--- config.mk ---
export PLATFORM = sky130hd
export DESIGN_NAME = qft_serial_sched
export DESIGN_NICKNAME = d
export VERILOG_FILES = /design/src/rtl/qft_serial_sched.sv
export SDC_FILE = /design/constraint.sdc
export NUM_CORES = 1
export LEC_CHECK = 0
export CAP_MARGIN = 20
export CORE_MARGIN = 5
export CORE_UTILIZATION = 50
export CTS_CLUSTER_DIAMETER = 200
export DETAILED_ROUTE_END_ITERATION = 8
export PLACE_DENSITY = 0.75
export SYNTH_ARGS = -nofsm -noshare
export SYNTH_HDL_FRONTEND = slang
export SYNTH_SLANG_ARGS = --single-unit
--- constraint.sdc ---
create_clock -name clk -period 7.8 [get_ports clk]
set_input_delay 1.17 -clock clk [delete_from_list [all_inputs] [get_ports clk]]
set_output_delay 1.17 -clock clk [all_outputs]
set_load 0.005 [all_outputs]
--- src/rtl/qft_serial_sched.sv ---
// 4-point QFT stage built around one shared complex MAC stepping through all 16 matrix terms.
// Latency: 16 cycles from input accept to out_valid; one vector every 18 cycles when the sink is always ready.
// Backpressure: in_ready only in IDLE; results are held in DONE until out_ready. Optional QFT_SAT_EN clamps instead of wrapping.
module qft_serial_sched (
  input  logic        clk,
  input  logic        rst,
  input  logic        in_valid,
  output logic        in_ready,
  input  logic [7:0]  in_r0,
  input  logic [7:0]  in_r1,
  input  logic [7:0]  in_r2,
  input  logic [7:0]  in_r3,
  input  logic [7:0]  in_i0,
  input  logic [7:0]  in_i1,
  input  logic [7:0]  in_i2,
  input  logic [7:0]  in_i3,
  output logic        out_valid,
  input  logic        out_ready,
  output logic [12:0] out_r0,
  output logic [12:0] out_r1,
  output logic [12:0] out_r2,
  output logic [12:0] out_r3,
  output logic [12:0] out_i0,
  output logic [12:0] out_i1,
  output logic [12:0] out_i2,
  output logic [12:0] out_i3,
  output logic        busy,
  output logic        ovf
);

  typedef enum logic [1:0] {IDLE, CALC, DONE} state_t;

  state_t             state_q, state_d;
  logic [1:0]         row_q, col_q;
  logic signed [7:0]  xr_q [4];
  logic signed [7:0]  xi_q [4];
  logic signed [23:0] acc_re_q, acc_im_q;
  logic [12:0]        yr_q [4];
  logic [12:0]        yi_q [4];
  logic               ovf_q;

  // Twiddle exponent: i^(row*col), only the low two bits matter.
  logic [1:0] m;
  assign m = row_q * col_q;

  logic signed [11:0] coef_c, coef_s;

  // Q2.10 twiddle lookup; the powers of i only ever need +/-1 and 0.
  always_comb begin
    coef_c = 12'sh000;
    coef_s = 12'sh000;
    case (m)
      2'd0: coef_c = 12'sh400;
      2'd1: coef_s = 12'sh400;
      2'd2: coef_c = 12'shC00;
      default: coef_s = 12'shC00;
    endcase
  end

  // Operands sign-extended to the product width so the multiplies stay signed.
  logic signed [19:0] xr_ext, xi_ext, c_ext, s_ext;
  logic signed [19:0] p_rc, p_is, p_rs, p_ic;
  assign xr_ext = {{12{xr_q[col_q][7]}}, xr_q[col_q]};
  assign xi_ext = {{12{xi_q[col_q][7]}}, xi_q[col_q]};
  assign c_ext  = {{8{coef_c[11]}}, coef_c};
  assign s_ext  = {{8{coef_s[11]}}, coef_s};
  assign p_rc   = xr_ext * c_ext;
  assign p_is   = xi_ext * s_ext;
  assign p_rs   = xr_ext * s_ext;
  assign p_ic   = xi_ext * c_ext;

  // Running sum including the current term; this is also the row result on the last column.
  logic signed [23:0] sum_re, sum_im;
  assign sum_re = acc_re_q + {{4{p_rc[19]}}, p_rc} - {{4{p_is[19]}}, p_is};
  assign sum_im = acc_im_q + {{4{p_rs[19]}}, p_rs} + {{4{p_ic[19]}}, p_ic};

  // Divide by two and drop Q10 to Q5 in one arithmetic shift (floors toward -inf).
  logic signed [23:0] sh_re, sh_im;
  assign sh_re = sum_re >>> 6;
  assign sh_im = sum_im >>> 6;

  // Returns {out_of_range, 13-bit result}; the range test is shared by both builds.
  function automatic logic [13:0] conv(input logic signed [23:0] v);
    logic        fits;
    logic [12:0] r;
    fits = (v[23:12] == {12{v[12]}});
`ifdef QFT_SAT_EN
    if (!fits) r = v[23] ? 13'h1000 : 13'h0FFF;
    else       r = v[12:0];
`else
    r = v[12:0];
`endif
    return {~fits, r};
  endfunction

  logic [13:0] cv_re, cv_im;
  assign cv_re = conv(sh_re);
  assign cv_im = conv(sh_im);

  logic last_term;
  assign last_term = (col_q == 2'd3) && (row_q == 2'd3);

  // State register.
  always_ff @(posedge clk) begin
    if (rst) state_q <= IDLE;
    else     state_q <= state_d;
  end

  // Next-state and handshake outputs.
  always_comb begin
    state_d   = state_q;
    in_ready  = 1'b0;
    out_valid = 1'b0;
    busy      = 1'b0;
    case (state_q)
      IDLE: begin
        in_ready = 1'b1;
        if (in_valid) state_d = CALC;
      end
      CALC: begin
        busy = 1'b1;
        if (last_term) state_d = DONE;
      end
      DONE: begin
        busy      = 1'b1;
        out_valid = 1'b1;
        if (out_ready) state_d = IDLE;
      end
      default: state_d = IDLE;
    endcase
  end

  // Datapath: capture on accept, one MAC per CALC cycle, row result written on its last column.
  always_ff @(posedge clk) begin
    if (rst) begin
      row_q    <= 2'd0;
      col_q    <= 2'd0;
      acc_re_q <= 24'sd0;
      acc_im_q <= 24'sd0;
      ovf_q    <= 1'b0;
      for (int k = 0; k < 4; k++) begin
        xr_q[k] <= 8'sd0;
        xi_q[k] <= 8'sd0;
        yr_q[k] <= 13'd0;
        yi_q[k] <= 13'd0;
      end
    end else begin
      case (state_q)
        IDLE: begin
          if (in_valid) begin
            xr_q[0]  <= in_r0;
            xr_q[1]  <= in_r1;
            xr_q[2]  <= in_r2;
            xr_q[3]  <= in_r3;
            xi_q[0]  <= in_i0;
            xi_q[1]  <= in_i1;
            xi_q[2]  <= in_i2;
            xi_q[3]  <= in_i3;
            acc_re_q <= 24'sd0;
            acc_im_q <= 24'sd0;
            ovf_q    <= 1'b0;
            row_q    <= 2'd0;
            col_q    <= 2'd0;
          end
        end
        CALC: begin
          if (col_q == 2'd3) begin
            yr_q[row_q] <= cv_re[12:0];
            yi_q[row_q] <= cv_im[12:0];
            ovf_q       <= ovf_q | cv_re[13] | cv_im[13];
            acc_re_q    <= 24'sd0;
            acc_im_q    <= 24'sd0;
            col_q       <= 2'd0;
            row_q       <= row_q + 2'd1;
          end else begin
            acc_re_q <= sum_re;
            acc_im_q <= sum_im;
            col_q    <= col_q + 2'd1;
          end
        end
        default: ;
      endcase
    end
  end

  assign out_r0 = yr_q[0];
  assign out_r1 = yr_q[1];
  assign out_r2 = yr_q[2];
  assign out_r3 = yr_q[3];
  assign out_i0 = yi_q[0];
  assign out_i1 = yi_q[1];
  assign out_i2 = yi_q[2];
  assign out_i3 = yi_q[3];
  assign ovf    = ovf_q;

endmodule

# Word-level counts from Yosys, hierarchy flattened
# Memory sizes are Yosys's and may differ from the RTL's. A register that Yosys moved wholly into a read port is not among the register bits.
# Index checks and enable logic that the tools add are counted.
# Widths: inputs -> output; s select.
[totals]
inputBits = 68
ramBits = 168
mem_count = 4
register_bits = 55
out_inout_bits = 108
romBits = 0
latch_bits = 0
[mem_list]
columns = ["name", "words", "word_bits", "rd", "rd_clocked_by_memory_dff", "wr", "line_no", "rtl"]
rows = [
  ["yi_q", 4, 13, 4, 0, 4, "39", "logic [12:0] yi_q [4];"],
  ["yr_q", 4, 13, 4, 0, 4, "38", "logic [12:0] yr_q [4];"],
  ["xi_q", 4, 8, 1, 1, 4, "36", "logic signed [7:0] xi_q [4];"],
  ["xr_q", 4, 8, 1, 1, 4, "35", "logic signed [7:0] xr_q [4];"],
]
[classes]
multipliers = 5
eq_ne = 12
addsub = 6
n_lt_le_gt_ge = 0
shift = 0
n_reduce_logical = 11
muxes = 50
n_div = 0
bitwise = 12
[ops]
columns = ["operator", "n"]
rows = [
  ["$pmux 24 s2", 2],
  ["$mul 8x12->20", 4],
  ["$add 24x24->24", 3],
  ["$mux 24", 3],
  ["$mux 8", 8],
  ["$pmux 12 s2", 2],
  ["$mux 13", 2],
  ["$reduce_or 13->1", 2],
  ["$mux 2", 12],
  ["$sub 24x24->24", 1],
  ["$eq 11x11->1", 2],
  ["$mux 1", 17],
  ["$or 1x1->1", 10],
  ["$eq 2x2->1 const B", 4],
  ["$ne 2x2->1 const B", 4],
  ["$pmux 2 s2", 2],
  ["$pmux 2 s3", 1],
  ["$reduce_and 3->1", 2],
  ["$add 2x1->2 const B", 2],
  ["$eq 2x1->1 const B", 2],
  ["$logic_not 2->1", 2],
  ["$reduce_or 2->1", 2],
  ["$mul 2x2->2", 1],
  ["$not 1->1", 2],
  ["other kinds (4)", 4],
]

# Depth between registers and ports, before layout
[logic_depth]
word_depth = 12
ltp_mapped = 33
mapped_depth_nobuf = 31

# Least setup slack after synthesis
# No wires, ideal clock.
[synth_path]
path_type = "reg2reg"
from = "register with a tool-made name"
to = "register ovf_q, in the netlist ovf"
arrival_ns = 7.983
path_slack_ns = -0.307
setup_time_ns = 0.124
path_stages_with_launch = 30
n_path_buf = 2
period_less_slack_ns = 8.107
path_cell_list = "dfxtp_1 -> buf_2 -> buf_1 -> mux4_2 -> and3_1 -> fa_1 -> inv_1 -> fa_1 -> inv_1 -> ha_1 -> xnor2_1 -> fa_1 -> inv_1 -> ha_1 -> or3_1 -> a311o_1 -> o211ai_1 -> xnor2_1 -> inv_1 -> fa_1 -> ha_1 -> a21oi_2 -> o21ai_1 -> a21o_1 -> a211o_1 -> nor4bb_1 -> nor3_1 -> or4b_1 -> nor4_1 -> o31ai_2"
[synth_lines]
columns = ["element", "line_no", "rtl"]
rows = [
  ["end signal, assigned", "170", "ovf_q <= ovf_q | cv_re[13] | cv_im[13];"],
  ["end, declared", "40", "logic ovf_q;"],
]

==> flow_metrics.tcl <==
set metrics [dict create \
    status "finished, final reports clean" \
    final-max-slew-violation-count 0 \
    synth_top_area_frac 0.3076 \
    synth_area_leader_cell "edfxtp_1" \
    start_kind "flip-flop" \
    yosys_warnings 0 \
    first_iter_violations 594 \
    synthFlopType "edfxtp_1" \
    ir_drop_uv 357.7 \
    cts_made_buffers 22 \
    synth_common_cells "217 x inv_1, 179 x nor2_1, 156 x edfxtp_1" \
    top_layer_used "met4" \
    skew_ns 0.01775 \
    synth_seq_cells 201 \
    vias 10600 \
    synth.most_common_cell "inv_1" \
    finalHoldViolations 0 \
    endpoint_kind "flip-flop" \
    post_drt_wl_per_cell_um 15.87 \
    routed_via_density 5.164 \
    drv_cap 0 \
    dp_hpwl_um 25970 \
    syn_inst 1456 \
    path_clk_slew_ns 0.06 \
    crit_family "adder cells" \
    r2r_slack_ns 0.24 \
    min_from "acc_im_q[10]$_SDFFE_PP0P_" \
    r2r_cells 27 \
    hold_slack_ns 0.4915 \
    worstHoldEndpoint "acc_im_q[10]$_SDFFE_PP0P_" \
    setup-violations-final 0 \
    dp.cells 2006 \
    crit_path_max_incr_delay_ns 0.58 \
    antenna_found_initial 0 \
    rows 64 \
    worst_pin_slew_ns 1.022 \
    fin_crit_ns 7.563 \
    place_ws_ns -0.08850 \
    num-fill-cells 2437 \
    cp_slowest_cell "fa_1" \
    fin_ws_ns 0.2368 \
    hold_class "flip-flop to flip-flop" \
    cp.required_ns 8.20 \
    insertion_delay_ns 0.51 \
    seq_area_mm2 0.005593 \
    dr.pass1.iters 4 \
    seq_area_frac_synth 0.3667 \
    drc 0 \
    crit_top_cell "fa_1" \
    initial_core_util 0.5018 \
    grt_max_degree 65 \
    reg2reg_to "ovf$_SDFFE_PP0P_" \
    core_mm2 0.03035 \
    gr-total-overflow 0 \
    fin_util 0.6113 \
    synth_edf_count 156 \
    routed_wl_um 32570 \
    synth_area_leaders "edfxtp_1 31%, fa_1 15%, ha_1 11%" \
    wl_met1_um 14030 \
    power_density_mw_per_mm2 416.7 \
    grt_pass1_vias 10850 \
    dieArea_mm2 0.03405 \
    ctsLongestPathBuffers 3 \
    grtUsageTotal 0.1909 \
    ioPinCount 176 \
    fin_crit_sh 0.9696 \
    tritoncts "built" \
    grt_pass1_wl_um 53420 \
    wl_met3_um 2438 \
    critical_path_arrival_ns 7.96 \
    holdPathStages 2 \
    fmax_mhz 132.2 \
    syn-mean-instance-area_um2 10.46 \
    fin_nets 1958 \
    netlist-cell-type-count 70 \
    port_buffers 175 \
    die_h_um 184.5 \
    area_growth_pct 21.82 \
    netlist_area_mm2 0.01523 \
    relSlewSlack 0.3186 \
    root_buffer "clkbuf_16" \
    async_flop_share 0 \
    gp_congestion 0.9006 \
    crit_fanout 6 \
    die-width_um 184.5 \
    h-tree-depth 1 \
    drive_gt1_frac 0.08822 \
    layoutNonFillerInstCount 2052 \
    wl_met2_um 15340 \
    cp.buffers_inverters 4 \
    drtAntennaViolNets 0 \
    numClockSinks 201 \
    multi_input_comb_area_mm2 0.008787 \
    critPathKind "flip-flop to flip-flop" \
    power_leakage_uw 0.008103 \
]
==> where the power goes <==
part           internal [µW]  switching, µW
clock network            611            425
logic                   2070           3210
registers               1340           74.7
==> tightest hold or removal path: stages, from the launching register on <==
cell	delay, ns
dfxtp_1	0.32
a21oi_1	0.06
nor2_1	0.07
==> layer usage <==
layer,vias to the layer above,track usage
met3,48,0.03414
met1,5028,0.2545
met4,0,0.04791
met2,335,0.3256
met5,-,0
li1,5186,-
==> worst max-delay path by stage <==
stage | end | slack, ns | depth (start not counted)
after global placement | ovf$_SDFFE_PP0P_ | 0.13 | 28
final | ovf$_SDFFE_PP0P_ | 0.24 | 27
after floorplan | ovf$_SDFFE_PP0P_ | 0.03 | 30
after CTS | ovf$_SDFFE_PP0P_ | 0.02 | 28
after detailed placement | ovf$_SDFFE_PP0P_ | -0.09 | 28
after global routing | ovf$_SDFFE_PP0P_ | -0.02 | 26
==> metrics by stage <==
stage          TNS [ns]  cell area, µm²  power, µW
2_1_floorplan         0           15250       5159
3_3_place_gp          0           17490       6365
3_5_place_dp   -0.08850           17550       6498
4_1_cts               0           18290       7578
5_1_grt        -0.01773           18550       8412
6_report              0           18550       7731
==> kinds of logic after synthesis <==
logic type / count (synthesis) / synth area share
simple gates: 412 / 0.1299
buf+inv: 277 / 0.07139
fa+ha+maj: 251 / 0.2614
flops: 201 / 0.3667
compound gates: 189 / 0.08142
xor+xnor: 103 / 0.06104
mux: 22 / 0.02785
other cells: 1 / 0.0002462
==> flip-flops by register name (all words and copies together), names as in the netlist, named ones only <==
name and flops:
yi_q 40, state_q 2, yr_q 52, xr_q 32
ovf 1, col_q 2, xi_q 32, row_q 2
acc_im_q 14, acc_re_q 22
==> cells in the final DEF, fill, tap and decap left out, types with 11 or more instances in the layout <==
cell / instances
ha_1: 129
buf_4: 33
dfxtp_1: 41
a21oi_1: 66
nor2_1: 176
clkbuf_16: 23
mux4_2: 16
and2_1: 92
edfxtp_1: 156
a21o_1: 12
a22oi_1: 15
fa_1: 110
nor3_1: 11
nand2b_1: 14
o21ai_0: 29
xnor2_1: 69
clkdlybuf4s50_1: 174
xor2_1: 29
nand2_1: 56
inv_1: 215
==> layout make-up <==
| class | count | share of cell area |
|---|---|---|
| diodes | 1 | 0.0001349 |
| clock buffers | 27 | 0.03183 |
| clock inverters | 13 | 0.007216 |
| inverters | 218 | 0.04411 |
| multi-input cells | 981 | 0.4736 |
| flip-flops and latches | 201 | 0.3015 |
| well taps | 396 | 0.02671 |
| repair buffers | 215 | 0.1149 |
==> what timing repair did <==
item,4_1_cts,5_1_grt
pin swaps,0,18
hold buffers,0,0
gates resized for setup,3,52
endpoints found under the setup margin,1,2
buffers inserted,0,5
gates cloned,0,0
Note: power is estimated with default switching activity, not from simulation.
